--- src/rtl/sorted_vec_serializer.sv ---
// sorted_vec_serializer: buffers sorted vectors and streams the first K elements of each, one per cycle.
// sign_ctrl captured with each vector selects ascending or descending index order.
module sorted_vec_serializer #(
    parameter int DATAWIDTH  = 8,
    parameter int DATALENGTH = 4,
    parameter int K          = 4,
    parameter int DEPTH      = 2
) (
    input  logic                          clk_i,
    input  logic                          rstn_i,
    input  logic                          in_valid_i,
    output logic                          in_ready_o,
    input  logic                          sign_ctrl_i,
    input  logic [DATAWIDTH-1:0]          x_i [DATALENGTH-1:0],
    output logic                          out_valid_o,
    input  logic                          out_ready_i,
    output logic [DATAWIDTH-1:0]          y_o,
    output logic [$clog2(DATALENGTH)-1:0] idx_o,
    output logic                          last_o,
    output logic [$clog2(DEPTH):0]        level_o
);
    localparam int IW = $clog2(DATALENGTH);
    localparam int CW = K > 1 ? $clog2(K) : 1;
    localparam int PW = DEPTH > 1 ? $clog2(DEPTH) : 1;
    localparam int LW = $clog2(DEPTH) + 1;

    typedef enum logic {IDLE, EMIT} state_t;

    state_t               state_q, state_n;
    logic [DATAWIDTH-1:0] mem [DEPTH-1:0][DATALENGTH-1:0];
    logic [DEPTH-1:0]     sign_mem;
    logic [PW-1:0]        wr_ptr, rd_ptr;
    logic [LW-1:0]        level_q;
    logic [CW-1:0]        c_q;
    logic                 rdy_q, push, pop, hs, last_c, last_h;
    logic [IW-1:0]        idx_c, idx_h;
    logic [DATAWIDTH-1:0] y_c, y_h;

    // in_ready is purely state-based, so a full buffer never accepts on a same-cycle pop
    assign in_ready_o  = rdy_q && (level_q != LW'(DEPTH));
    assign push        = in_valid_i && in_ready_o;
    assign out_valid_o = (state_q == EMIT);
    assign hs          = out_valid_o && out_ready_i;
    assign last_c      = (c_q == CW'(K - 1));
    assign pop         = hs && last_c;
    assign idx_c       = sign_mem[rd_ptr] ? IW'(DATALENGTH - 1) - IW'(c_q) : IW'(c_q);
    assign y_c         = mem[rd_ptr][idx_c];
    assign y_o         = out_valid_o ? y_c : y_h;
    assign idx_o       = out_valid_o ? idx_c : idx_h;
    assign last_o      = out_valid_o ? last_c : last_h;
    assign level_o     = level_q;

    always_comb begin
        state_n = state_q;
        state_n = push ? EMIT : (pop && level_q == LW'(1)) ? IDLE : state_q;
    end

    always_ff @(posedge clk_i or negedge rstn_i) begin
        if (!rstn_i) begin
            state_q <= IDLE;
            rdy_q   <= 1'b0;
            wr_ptr  <= '0;
            rd_ptr  <= '0;
            level_q <= '0;
            c_q     <= '0;
            y_h     <= '0;
            idx_h   <= '0;
            last_h  <= 1'b0;
        end else begin
            state_q <= state_n;
            rdy_q   <= 1'b1;
            level_q <= level_q + LW'(push) - LW'(pop);
            if (push) wr_ptr <= (wr_ptr == PW'(DEPTH - 1)) ? '0 : wr_ptr + 1'b1;
            if (pop) rd_ptr <= (rd_ptr == PW'(DEPTH - 1)) ? '0 : rd_ptr + 1'b1;
            if (hs) c_q <= last_c ? '0 : c_q + 1'b1;
            if (out_valid_o) begin
                y_h    <= y_c;
                idx_h  <= idx_c;
                last_h <= last_c;
            end
        end
    end

    always_ff @(posedge clk_i) begin
        if (push) begin
            mem[wr_ptr]      <= x_i;
            sign_mem[wr_ptr] <= sign_ctrl_i;
        end
    end
endmodule
--- config.mk ---
export PLATFORM = sky130hd
export DESIGN_NAME = sorted_vec_serializer
export DESIGN_NICKNAME = d
export VERILOG_FILES = /design/src/rtl/sorted_vec_serializer.sv
export SDC_FILE = /design/constraint.sdc
export NUM_CORES = 1
export LEC_CHECK = 0
export CAP_MARGIN = 10
export CORE_MARGIN = 2
export CORE_UTILIZATION = 51
export CTS_CLUSTER_DIAMETER = 60
export DETAILED_ROUTE_END_ITERATION = 8
export PLACE_DENSITY = 0.76
export SLEW_MARGIN = 10
export SYNTH_ARGS = -nofsm -noshare
export SYNTH_HDL_FRONTEND = slang
export SYNTH_SLANG_ARGS = --single-unit
--- constraint.sdc ---
create_clock -name clk_i -period 4.1 [get_ports clk_i]
set_clock_uncertainty 0.05 [all_clocks]
set_input_delay 0.82 -clock clk_i [delete_from_list [all_inputs] [get_ports clk_i]]
set_output_delay 0.82 -clock clk_i [all_outputs]
set_load 0.01 [all_outputs]
==> out/results.ini, run 1 <==
[synth]
synth-edff-count=66
synth-compound-area-share_pct=5.40
synth-simple-area-share_pct=3.11
synthMuxAreaShare_pct=13.3
syn_avg_cell_area_um2=16.9
yosysTopAreaCell=edfxtp_1
synth_ff_type=edfxtp_1
synth_adder_area_share_pct=1.07
seq_area_frac_synth_pct=70.2
synth_top_family_by_area=multiplexers
yosysWarnings=0
synth-xor-area-share_pct=4.01
synth.top_cell.area_share_pct=56.7
synthesis.nets=247
postSynth.asyncResetShare_pct=22.4
syn_inst=207
yosys-top-cells-area=edfxtp_1 57%, dfrtp_1 14%, mux2i_1 7.2%
synth.distinct_cells=30
synth-seq-cells=85
syn-cell-area_um2=3500

[cells_and_area]
area_growth_pct=23.2
final_cell_count_no_fill=351
final_common_cell=edfxtp_1
layout_common_cells=66 x edfxtp_1, 51 x clkdlybuf4s50_1, 25 x mux2i_1, 19 x mux2_2, 19 x dfrtp_1
drive_gt1_share_pct=17.3
fin_nets=306
fin_util_pct=64.2
final_design_area_no_fill_um2=4310
antennaDiodeCount=0

[placed_design]
placedCellCount=335
post-place-ws_ps=641
hpwl_um=4180
placed_area_um2=4100
place_congestion=0.738
port_buffers=51

[cts]
cts_resized=0
clock_sinks=85
htreeDepth=3
postCtsHoldBufs=0
numCtsBuffers=9
cts_tree=done
clkLatencyLatePin_ps=350
path_clk_slew_ps=70
post_cts_buffers=0
clock-root-buffer=clkbuf_8
clockBufferDepth=2

[global_route]
grt_pass1_wl_um=10100
grt_usage_pct=18.0
grt_pass1_vias=1911
grt_antenna_before_repair=0
grt_max_degree=34
globalRouteOverflowTotal=0

[routing]
wl_per_cell_um=17.9
remaining_drc_errors=0
ant_nets=0
drt_iter0_drc=203
wl_um=6300
drtPass1Iterations=4
vias=1887
vias_per_cell=5.38

[setup_path]
critPathRequiredTime_ps=3230
endpoint_kind=primary output
startpoint_type=register
worst-setup-path-type=register to primary output
rr_startpoint=c_q[0]
critPathArrivalTime_ps=2960
critPathLaunch=c_q[0]
cp_max_fo=16

[die]
die_y_um=86.8
rows=30
dieArea_um2=7540
die-width_um=86.8
core-area_um2=6720
start_util_pct=52.1
ioPinCount=52

[power_and_ir_drop]
powerDensity_nw_per_um2=739
leakage_nw=1.61
ir_worst_vdd_uv=330

[timing]
setup_violations=0
finalSetupTns_ps=0
slew_violations=0
grt_setup_unrepaired=no
worstMarginPinSlew_ps=933
relSlewSlack_pct=37.6
finalWorstSetupSlack_ps=270
period_needed_ps=3830
fin_crit_sh_pct=93.4
hold_violations=0
fmax_ghz=0.261

[run]
cap_violations=0

[min_path]
worstHoldStart=idx_h[0]
min_path_type=register to register

[status]
status=finished, final reports clean

[layout make-up]
cell class / instances / area, µm²
clock buffer: 15 / 209
clock inverter: 1 / 6.26
fill: 500 / 2410
timing repair buffer: 56 / 548
tap: 80 / 100
multi-input combinational: 102 / 946
inverter: 12 / 45.0
sequential: 85 / 2460
[stage by stage]
| stage | hold slack, ps | total power, mW |
|---|---|---|
| final | 449 | 3.19 |
| after global routing | 463 | 3.36 |
| after CTS | 453 | 3.21 |
| after detailed placement | 436 | 2.61 |
| after global placement | 430 | 2.58 |
| after floorplan | 411 | 2.10 |
[path summary, 6_finish.rpt]
| check | endpoint | slack [ps] | cells past startpoint |
|---|---|---|---|
| hold / removal | idx_h[0] | 450 | 1 |
| setup / recovery | y_o[2] | 270 | 5 |
| hold reg to reg | idx_h[0] | 450 | 1 |
| min in group asynchronous | out_valid_o | 930 | 1 |
| setup reg to reg | y_h[2] | 1800 | 4 |
| max in group asynchronous | y_h[4] | 2490 | 1 |
[cells in the mapped netlist, drive strengths merged (3+ instances only)]
master   count
ha           3
xnor2        7
nor2        16
inv         11
dfrtp       19
buf          5
o221ai       8
o2111ai      7
xor2         3
mux2        19
edfxtp      66
nand2        3
clkbuf       3
mux2i       25
[flip-flops by register name, indices dropped and copies added, names as in the netlist]
name / cells
c_q: 2
idx_h: 2
last_h: 1
level_o: 2
mem: 64
out_valid_o: 1
rd_ptr: 1
rdy_q: 1
sign_mem: 2
wr_ptr: 1
y_h: 8
[worst max-delay path, cell delays in order, from the launching register on]
cell and delay (ps):
dfrtp_1 690, xor2_4 590, mux2_2 410, o2111ai_1 190
o221ai_1 200, clkdlybuf4s50_1 540
[routing by layer]
| metal | GRT usage [%] | wire length, µm | vias to the layer above |
|---|---|---|---|
| met3 | 3.62 | 257 | 9 |
| met1 | 26.2 | 3000 | 935 |
| met2 | 26.9 | 2940 | 49 |
| li1 | - | - | 894 |
| met4 | 6.82 | 96 | 0 |
| met5 | 0 | 0 | - |
[logic make-up (layout without fill, tap and decap cells)]
logic type,Yosys count,in the layout
mux,44,44
xor+xnor,10,10
simple gates,25,25
compound gates,19,19
buf+inv,20,84
flops,85,85
other cells,1,1
fa+ha+maj,3,3
[power breakdown]
group          total, mW  switching (mW)  internal (mW)
Clock              0.607           0.278          0.329
Sequential          1.22           0.101           1.12
Combinational       1.36           0.668          0.691
Total               3.19            1.05           2.14
Power figures use the tool's default switching activity.
==> run 2, diff against run 1 <==
- ABC_AREA: default -> 1
- CAP_MARGIN: 10 -> 15
==> run 2 against run 1 <==
Effect of this change: maximum frequency up 14%; critical path depth grew 6; critical path type unchanged; via count increased by 26%; clock-buffer cell count down 4; flip-flop and latch count is the same; first-iteration DRC count rose by 22%; critical endpoint is now y_o[6].
==> out/results.ini, run 2 <==
[status]
status=finished, final reports clean  ; unchanged

[synth]
yosysWarnings=0  ; unchanged
synth_ff_type=edfxtp_1  ; unchanged
syn_inst=314  ; was 207
synth.top_cell.area_share_pct=55.2  ; was 56.7%
synth_adder_area_share_pct=1.04  ; was 1.07%
synth-simple-area-share_pct=19.2  ; was 3.11%
yosysTopAreaCell=edfxtp_1  ; unchanged
synth-compound-area-share_pct=5.08  ; was 5.40%
synth.most_common_cell=nand2_1  ; was edfxtp_1
synthMuxAreaShare_pct=0  ; was 13.3%
synth_common_cells=88 x nand2_1, 66 x edfxtp_1, 43 x nand3_1  ; was 66 x edfxtp_1, 25 x mux2i_1, 19 x dfrtp_1, 19 x mux2_2, 16 x nor2_1
yosys-top-cells-area=edfxtp_1 55%, dfrtp_1 13%, nand2_1 9.2%  ; was edfxtp_1 57%, dfrtp_1 14%, mux2i_1 7.2%
syn_avg_cell_area_um2=11.4  ; was 16.9 µm²
synth-edff-count=66  ; unchanged
postSynth.asyncResetShare_pct=22.4  ; unchanged
seq_area_frac_synth_pct=68.4  ; was 70.2%
synth_top_family_by_area=simple AND/OR/NAND/NOR gates  ; was multiplexers
synthesis.nets=354  ; was 247
synth-seq-cells=85  ; unchanged
syn-cell-area_um2=3590  ; was 3500 µm²
synth.distinct_cells=26  ; was 30
synth-xor-area-share_pct=0.975  ; was 4.01%

[power_and_ir_drop]
p_comb_share_pct=43.3  ; was 42.6%
switchingPower_mw=1.17  ; was 1.05 mW
powerDensity_nw_per_um2=719  ; was 739 nW/µm²
p_seq_share_pct=38.5  ; was 38.3%
intPower_mw=1.98  ; was 2.14 mW
ir_worst_vdd_uv=291  ; was 330 µV
leakage_nw=1.75  ; was 1.61 nW
p_total_mw=3.15  ; was 3.19 mW
p_sw_share_pct=37.2  ; was 32.8%
clkPwrFrac_pct=18.2  ; was 19.0%

[routing]
wl_per_cell_um=14.3  ; was 17.9 µm
vias_per_cell=5.04  ; was 5.38
remaining_drc_errors=0  ; unchanged
wl_um=6760  ; was 6300 µm
ant_nets=0  ; unchanged
vias=2377  ; was 1887
drtPass1Iterations=4  ; unchanged
drt_iter0_drc=248  ; was 203

[global_route]
grt_max_degree=25  ; was 34
grt_pass1_vias=2325  ; was 1911
grt_usage_pct=19.7  ; was 18.0%
grt_pass1_wl_um=11000  ; was 10100 µm
grt_use_met3_pct=5.75  ; was 3.62%
grtUsageMet1_pct=24.6  ; was 26.2%
use_met2_pct=31.5  ; was 26.9%
grt.busiest_layer=met2  ; unchanged
globalRouteOverflowTotal=0  ; unchanged
grt_antenna_before_repair=0  ; unchanged

[die]
ioPinCount=52  ; unchanged
core-area_um2=6790  ; was 6720 µm²
die_y_um=87.9  ; was 86.8 µm
start_util_pct=52.9  ; was 52.1%
die-width_um=87.9  ; was 86.8 µm
rows=30  ; unchanged
dieArea_um2=7730  ; was 7540 µm²

[cts]
path_clk_slew_ps=80  ; was 70 ps
post_cts_buffers=0  ; unchanged
clock_sinks=85  ; unchanged
clock-root-buffer=clkbuf_8  ; unchanged
clockBufferDepth=2  ; unchanged
cts_tree=done  ; unchanged
postCtsHoldBufs=0  ; unchanged
cts_resized=0  ; unchanged
numCtsBuffers=9  ; unchanged
htreeDepth=3  ; unchanged
clkLatencyLatePin_ps=370  ; was 350 ps

[setup_path]
endpoint_kind=primary output  ; unchanged
path_cells=inv_6, nand2_4, nand2_1, nand2_1, nand2_2, inv_2, nand3_1, nand2_1, nand2_1, nand2_1, clkdlybuf4s50_1  ; was xor2_4, mux2_2, o2111ai_1, o221ai_1, clkdlybuf4s50_1
r2r-end=mem[1][19]  ; was y_h[2]
reg2reg_slack_ps=1700  ; was 1800 ps
crit_top_cell=nand2_1
startpoint_type=register  ; unchanged
worstRegToRegCells=4  ; unchanged
slowest_delay_ps=620  ; was 690 ps
rr_startpoint=level_o[1]  ; was c_q[0]
worst-setup-path-type=register to primary output  ; unchanged
critPathRequiredTime_ps=3230  ; about the same
critPathArrivalTime_ps=2500  ; was 2960 ps
critPathSlowestCell=dfrtp_1  ; unchanged
cp_max_fo=18  ; was 16

[cells_and_area]
final_common_cell=nand2_1  ; was edfxtp_1
layout_common_cells=88 x nand2_1, 66 x edfxtp_1, 51 x clkdlybuf4s50_1, 43 x nand3_1, 24 x inv_1  ; was 66 x edfxtp_1, 51 x clkdlybuf4s50_1, 25 x mux2i_1, 19 x mux2_2, 19 x dfrtp_1
largest_register_ff_count=64  ; unchanged
final_cell_count_no_fill=472  ; was 351
area_growth_pct=22.0  ; was 23.2%
antennaDiodeCount=0  ; unchanged
top_regs=mem (64), y_h (8)  ; unchanged
final_design_area_no_fill_um2=4380  ; was 4310 µm²
fin_util_pct=64.5  ; was 64.2%
fillCellCount=536  ; was 500
drive_gt1_share_pct=8.51  ; was 17.3%
fin_nets=411  ; was 306
regMostFlops=mem  ; unchanged

[timing]
holdWs_ps=434  ; was 449 ps
setup_violations=0  ; unchanged
grt_setup_unrepaired=no  ; unchanged
slew_violations=0  ; unchanged
fmax_ghz=0.297  ; was 0.261 GHz
worstMarginPinSlew_ps=930  ; was 933 ps
finalSetupTns_ps=0  ; unchanged
fin_crit_sh_pct=82.2  ; was 93.4%
hold_violations=0  ; unchanged
relSlewSlack_pct=38.0  ; was 37.6%
period_needed_ps=3370  ; was 3830 ps
finalWorstSetupSlack_ps=728  ; was 270 ps

[placed_design]
hpwl_um=4900  ; was 4180 µm
placedCellCount=456  ; was 335
place_congestion=0.939  ; was 0.738
post-place-ws_ps=1130  ; was 641 ps
placed_area_um2=4190  ; was 4100 µm²
port_buffers=51  ; unchanged

[min_path]
holdPathStages=2  ; was 1
hold_end=y_h[0]  ; was idx_h[0]
min_path_type=register to register  ; unchanged
worstHoldStart=y_h[0]  ; was idx_h[0]

[run]
cap_violations=0  ; unchanged

[run 2: metal layers]
layer,vias up,share of wire [%]
li1,1175,-
met1,1120,43
met2,72,49
met3,10,5.5
met4,0,1.9
met5,-,0
[run 2: how the worst max path moves through the flow]
stage                    start         end  slack (ps)  cells past startpoint
global placement    in_valid_i  mem[1][30]        1200                      4
floorplan           level_o[1]   mem[0][0]        1170                      3
CTS                     rd_ptr      y_o[1]         730                     11
global route            rd_ptr      y_o[7]         460                      9
finish                  rd_ptr      y_o[6]         730                     11
detailed placement      rd_ptr      y_o[1]        1130                     11
[run 2: power by group through the flow]
stage | logic, mW | registers (mW) | clock network [mW]
floorplan | 0.899 | 1.20 | 0
global placement | 1.33 | 1.22 | 0
detailed placement | 1.35 | 1.23 | 0
CTS | 1.37 | 1.21 | 0.590
global route | 1.54 | 1.23 | 0.621
finish | 1.36 | 1.21 | 0.575
[run 2: critical path, delay by kind of cell (launching register included)]
| family | cells | cell delay (ps) |
|---|---|---|
| buf+inv | 3 | 830 |
| simple gates | 8 | 680 |
| flops | 1 | 620 |
[run 2: final cells by class]
class	instances	area, µm²	area share [%]
tap	96	120	2.74
clock inverter	5	60.1	1.37
sequential	85	2460	56.1
timing repair buffer	57	556	12.7
inverter	27	106	2.43
clock buffer	11	131	3.00
multi-input combinational	191	952	21.7
[run 2: cell families (layout without fill, tap and decap cells)]
group | after synthesis | count (layout)
flops | 85 | 85
other cells | 1 | 1
xor+xnor | 4 | 4
compound gates | 32 | 32
fa+ha+maj | 3 | 3
buf+inv | 38 | 100
simple gates | 151 | 151
==> run 3, diff against run 2 <==
- clock period: 4.1 -> 3.2 ns (I/O delays scaled with it)
==> run 3 against run 2 <==
Effect of this change: via count increased by 1.3%; combinational power increased by 40%; first-iteration DRC count decreased by 9.3%; power increased by 35%; register-to-register slack got worse by 260 ps; sequential share of layout area decreased by 1.3 points; largest cell class unchanged; clock power increased by 36%; die area unchanged; critical path depth decreased by 1; critical path type unchanged; cell area increased by 2.5%; cell count increased by 1.5%.
==> out/results.ini, run 3 (synthesis gave the netlist of run 2 again) <==
[global_route]
grt_antenna_before_repair=0  ; unchanged
grt_usage_pct=19.2  ; was 19.7%
grt_pass1_vias=2280  ; was 2325
grt_max_degree=49  ; was 25
globalRouteOverflowTotal=0  ; unchanged
grt_pass1_wl_um=11000  ; about the same

[cells_and_area]
final_common_cell=nand2_1  ; unchanged
ff_latch_area_um2=2460  ; about the same
antennaDiodeCount=0  ; unchanged
final_design_area_no_fill_um2=4490  ; was 4380 µm²
top_regs=mem (64), y_h (8)  ; unchanged
layout_common_cells=88 x nand2_1, 66 x edfxtp_1, 51 x clkdlybuf4s50_1, 42 x nand3_1, 24 x inv_1  ; was 88 x nand2_1, 66 x edfxtp_1, 51 x clkdlybuf4s50_1, 43 x nand3_1, 24 x inv_1
area_growth_pct=25.0  ; was 22.0%
largest_register_ff_count=64  ; unchanged
multiInputGateArea_um2=967  ; was 952 µm²
fin_nets=418  ; was 411
fillCellCount=511  ; was 536
regMostFlops=mem  ; unchanged
drive_gt1_share_pct=10.4  ; was 8.51%
fin_util_pct=66.1  ; was 64.5%

[timing]
setup_violations=0  ; unchanged
relSlewSlack_pct=42.4  ; was 38.0%
slew_violations=0  ; unchanged
fmax_ghz=0.328
period_needed_ps=3050
worstMarginPinSlew_ps=861  ; was 930 ps
hold_violations=0  ; unchanged
fin_crit_sh_pct=95.4
finalSetupTns_ps=0  ; unchanged

[cts]
numCtsBuffers=9  ; unchanged
path_clk_slew_ps=80  ; about the same
clkLatencyLatePin_ps=350  ; was 370 ps
htreeDepth=3  ; unchanged
clock-root-buffer=clkbuf_8  ; unchanged
clockBufferDepth=2  ; unchanged
cts_tree=done  ; unchanged
clock_sinks=85  ; unchanged

[placed_design]
hpwl_um=4800  ; was 4900 µm
placed_area_um2=4180  ; was 4190 µm²
place_congestion=0.830  ; was 0.939
port_buffers=51  ; unchanged

[routing]
ant_nets=0  ; unchanged
wl_um=6980  ; was 6760 µm
dr.max_layer_used=met4  ; unchanged
vias_per_cell=5.03  ; was 5.04
drtPass1Iterations=4  ; unchanged
wl_met2_um=3310  ; was 3340 µm
wl_met1_um=3260  ; was 2920 µm
drt_iter0_drc=225  ; was 248
wl_met3_um=344  ; was 373 µm
remaining_drc_errors=0  ; unchanged
wl_per_cell_um=14.6  ; was 14.3 µm
vias=2409  ; was 2377

[power_and_ir_drop]
p_seq_share_pct=36.5  ; was 38.5%
intPower_mw=2.70  ; was 1.98 mW
leakage_nw=1.81  ; was 1.75 nW
powerDensity_nw_per_um2=944  ; was 719 nW/µm²
switchingPower_mw=1.54  ; was 1.17 mW
clkPwrFrac_pct=18.4  ; was 18.2%
p_sw_share_pct=36.4  ; was 37.2%
p_comb_share_pct=45.1  ; was 43.3%
ir_worst_vdd_uv=383  ; was 291 µV

[die]
die-width_um=87.9  ; unchanged
die_y_um=87.9  ; unchanged
start_util_pct=52.9  ; unchanged
core-area_um2=6790  ; unchanged
rows=30  ; unchanged
dieArea_um2=7730  ; unchanged
ioPinCount=52  ; unchanged

[status]
status=finished, final reports clean  ; unchanged

[setup_path]
cp_max_fo=18  ; unchanged
critPathRequiredTime_ps=2510  ; was 3230 ps
worst-setup-path-type=register to primary output  ; unchanged
endpoint_kind=primary output  ; unchanged
startpoint_type=register  ; unchanged
critPathArrivalTime_ps=2360  ; was 2500 ps

[run]
cap_violations=0  ; unchanged

[min_path]
min_path_type=register to register  ; unchanged

run 3: changes by cell type in the layout (fill, tap and decap cells not counted), sizes merged:
cell	delta
buf	+7
bufinv	+1
clkbuf	-1
clkinv	+2
clkinvlp	-1
inv	-1
run 3: metrics by stage:
| stage | total power, mW | std cells | setup slack, ps | hold WS [ps] |
|---|---|---|---|---|
| global route | 4.54 | 479 | -2.20 | 455 |
| floorplan | 2.68 | 314 | 275 | 294 |
| global placement | 3.28 | 455 | 409 | 413 |
| finish | 4.24 | 479 | 148 | 430 |
| detailed placement | 3.33 | 455 | 355 | 412 |
| CTS | 4.13 | 471 | 18.3 | 435 |
run 3: final timing paths:
| kind | startpoint | to | slack (ps) | cells after the start |
|---|---|---|---|---|
| setup reg to reg | level_o[1] | mem[1][20] | 1440 | 4 |
| hold reg to reg | y_h[3] | y_h[3] | 430 | 2 |
| min in group asynchronous | rstn_i | y_h[4] | 730 | 1 |
| max in group asynchronous | rstn_i | rd_ptr | 1780 | 1 |
| setup / recovery | rd_ptr | y_o[6] | 150 | 10 |
| hold / removal | y_h[3] | y_h[3] | 430 | 2 |
run 3: final cells by class:
cell class / count / area share [%]
Multi-Input combinational cell: 191 / 21.5
Tap cell: 96 / 2.67
Clock inverter: 6 / 1.73
Inverter: 27 / 2.48
Clock buffer: 10 / 2.84
Timing Repair Buffer: 64 / 14.0
Sequential cell: 85 / 54.8
run 3: layer usage:
metal | vias to the layer above | global-route usage [%]
met5 | - | 0
met4 | 0 | 5.17
met3 | 9 | 5.66
met2 | 82 | 30.2
met1 | 1123 | 26.3
li1 | 1195 | -
run 3: power by group through the flow:
stage / clock (mW) / sequential (mW) / combinational (mW)
after floorplan: 0 / 1.53 / 1.15
after global placement: 0 / 1.56 / 1.73
after detailed placement: 0 / 1.56 / 1.77
after CTS: 0.805 / 1.54 / 1.78
after global routing: 0.842 / 1.57 / 2.13
final: 0.782 / 1.55 / 1.91
run 3: worst max-delay path, stage by stage (launching register included):
cell and delay [ps]:
dfrtp_2 480, inv_8 100, nand2_4 100, nand3_4 150, buf_4 200, nand3_1 90
nand3_1 120, nand2_1 80, nand2_1 60, nand2_1 100, clkdlybuf4s50_1 540
run 3: what timing repair did:
action                     in CTS  in global routing
setup endpoints to repair       5                  9
setup buffers                   0                  8
hold buffers                    0                  0
resized for setup               1                  7
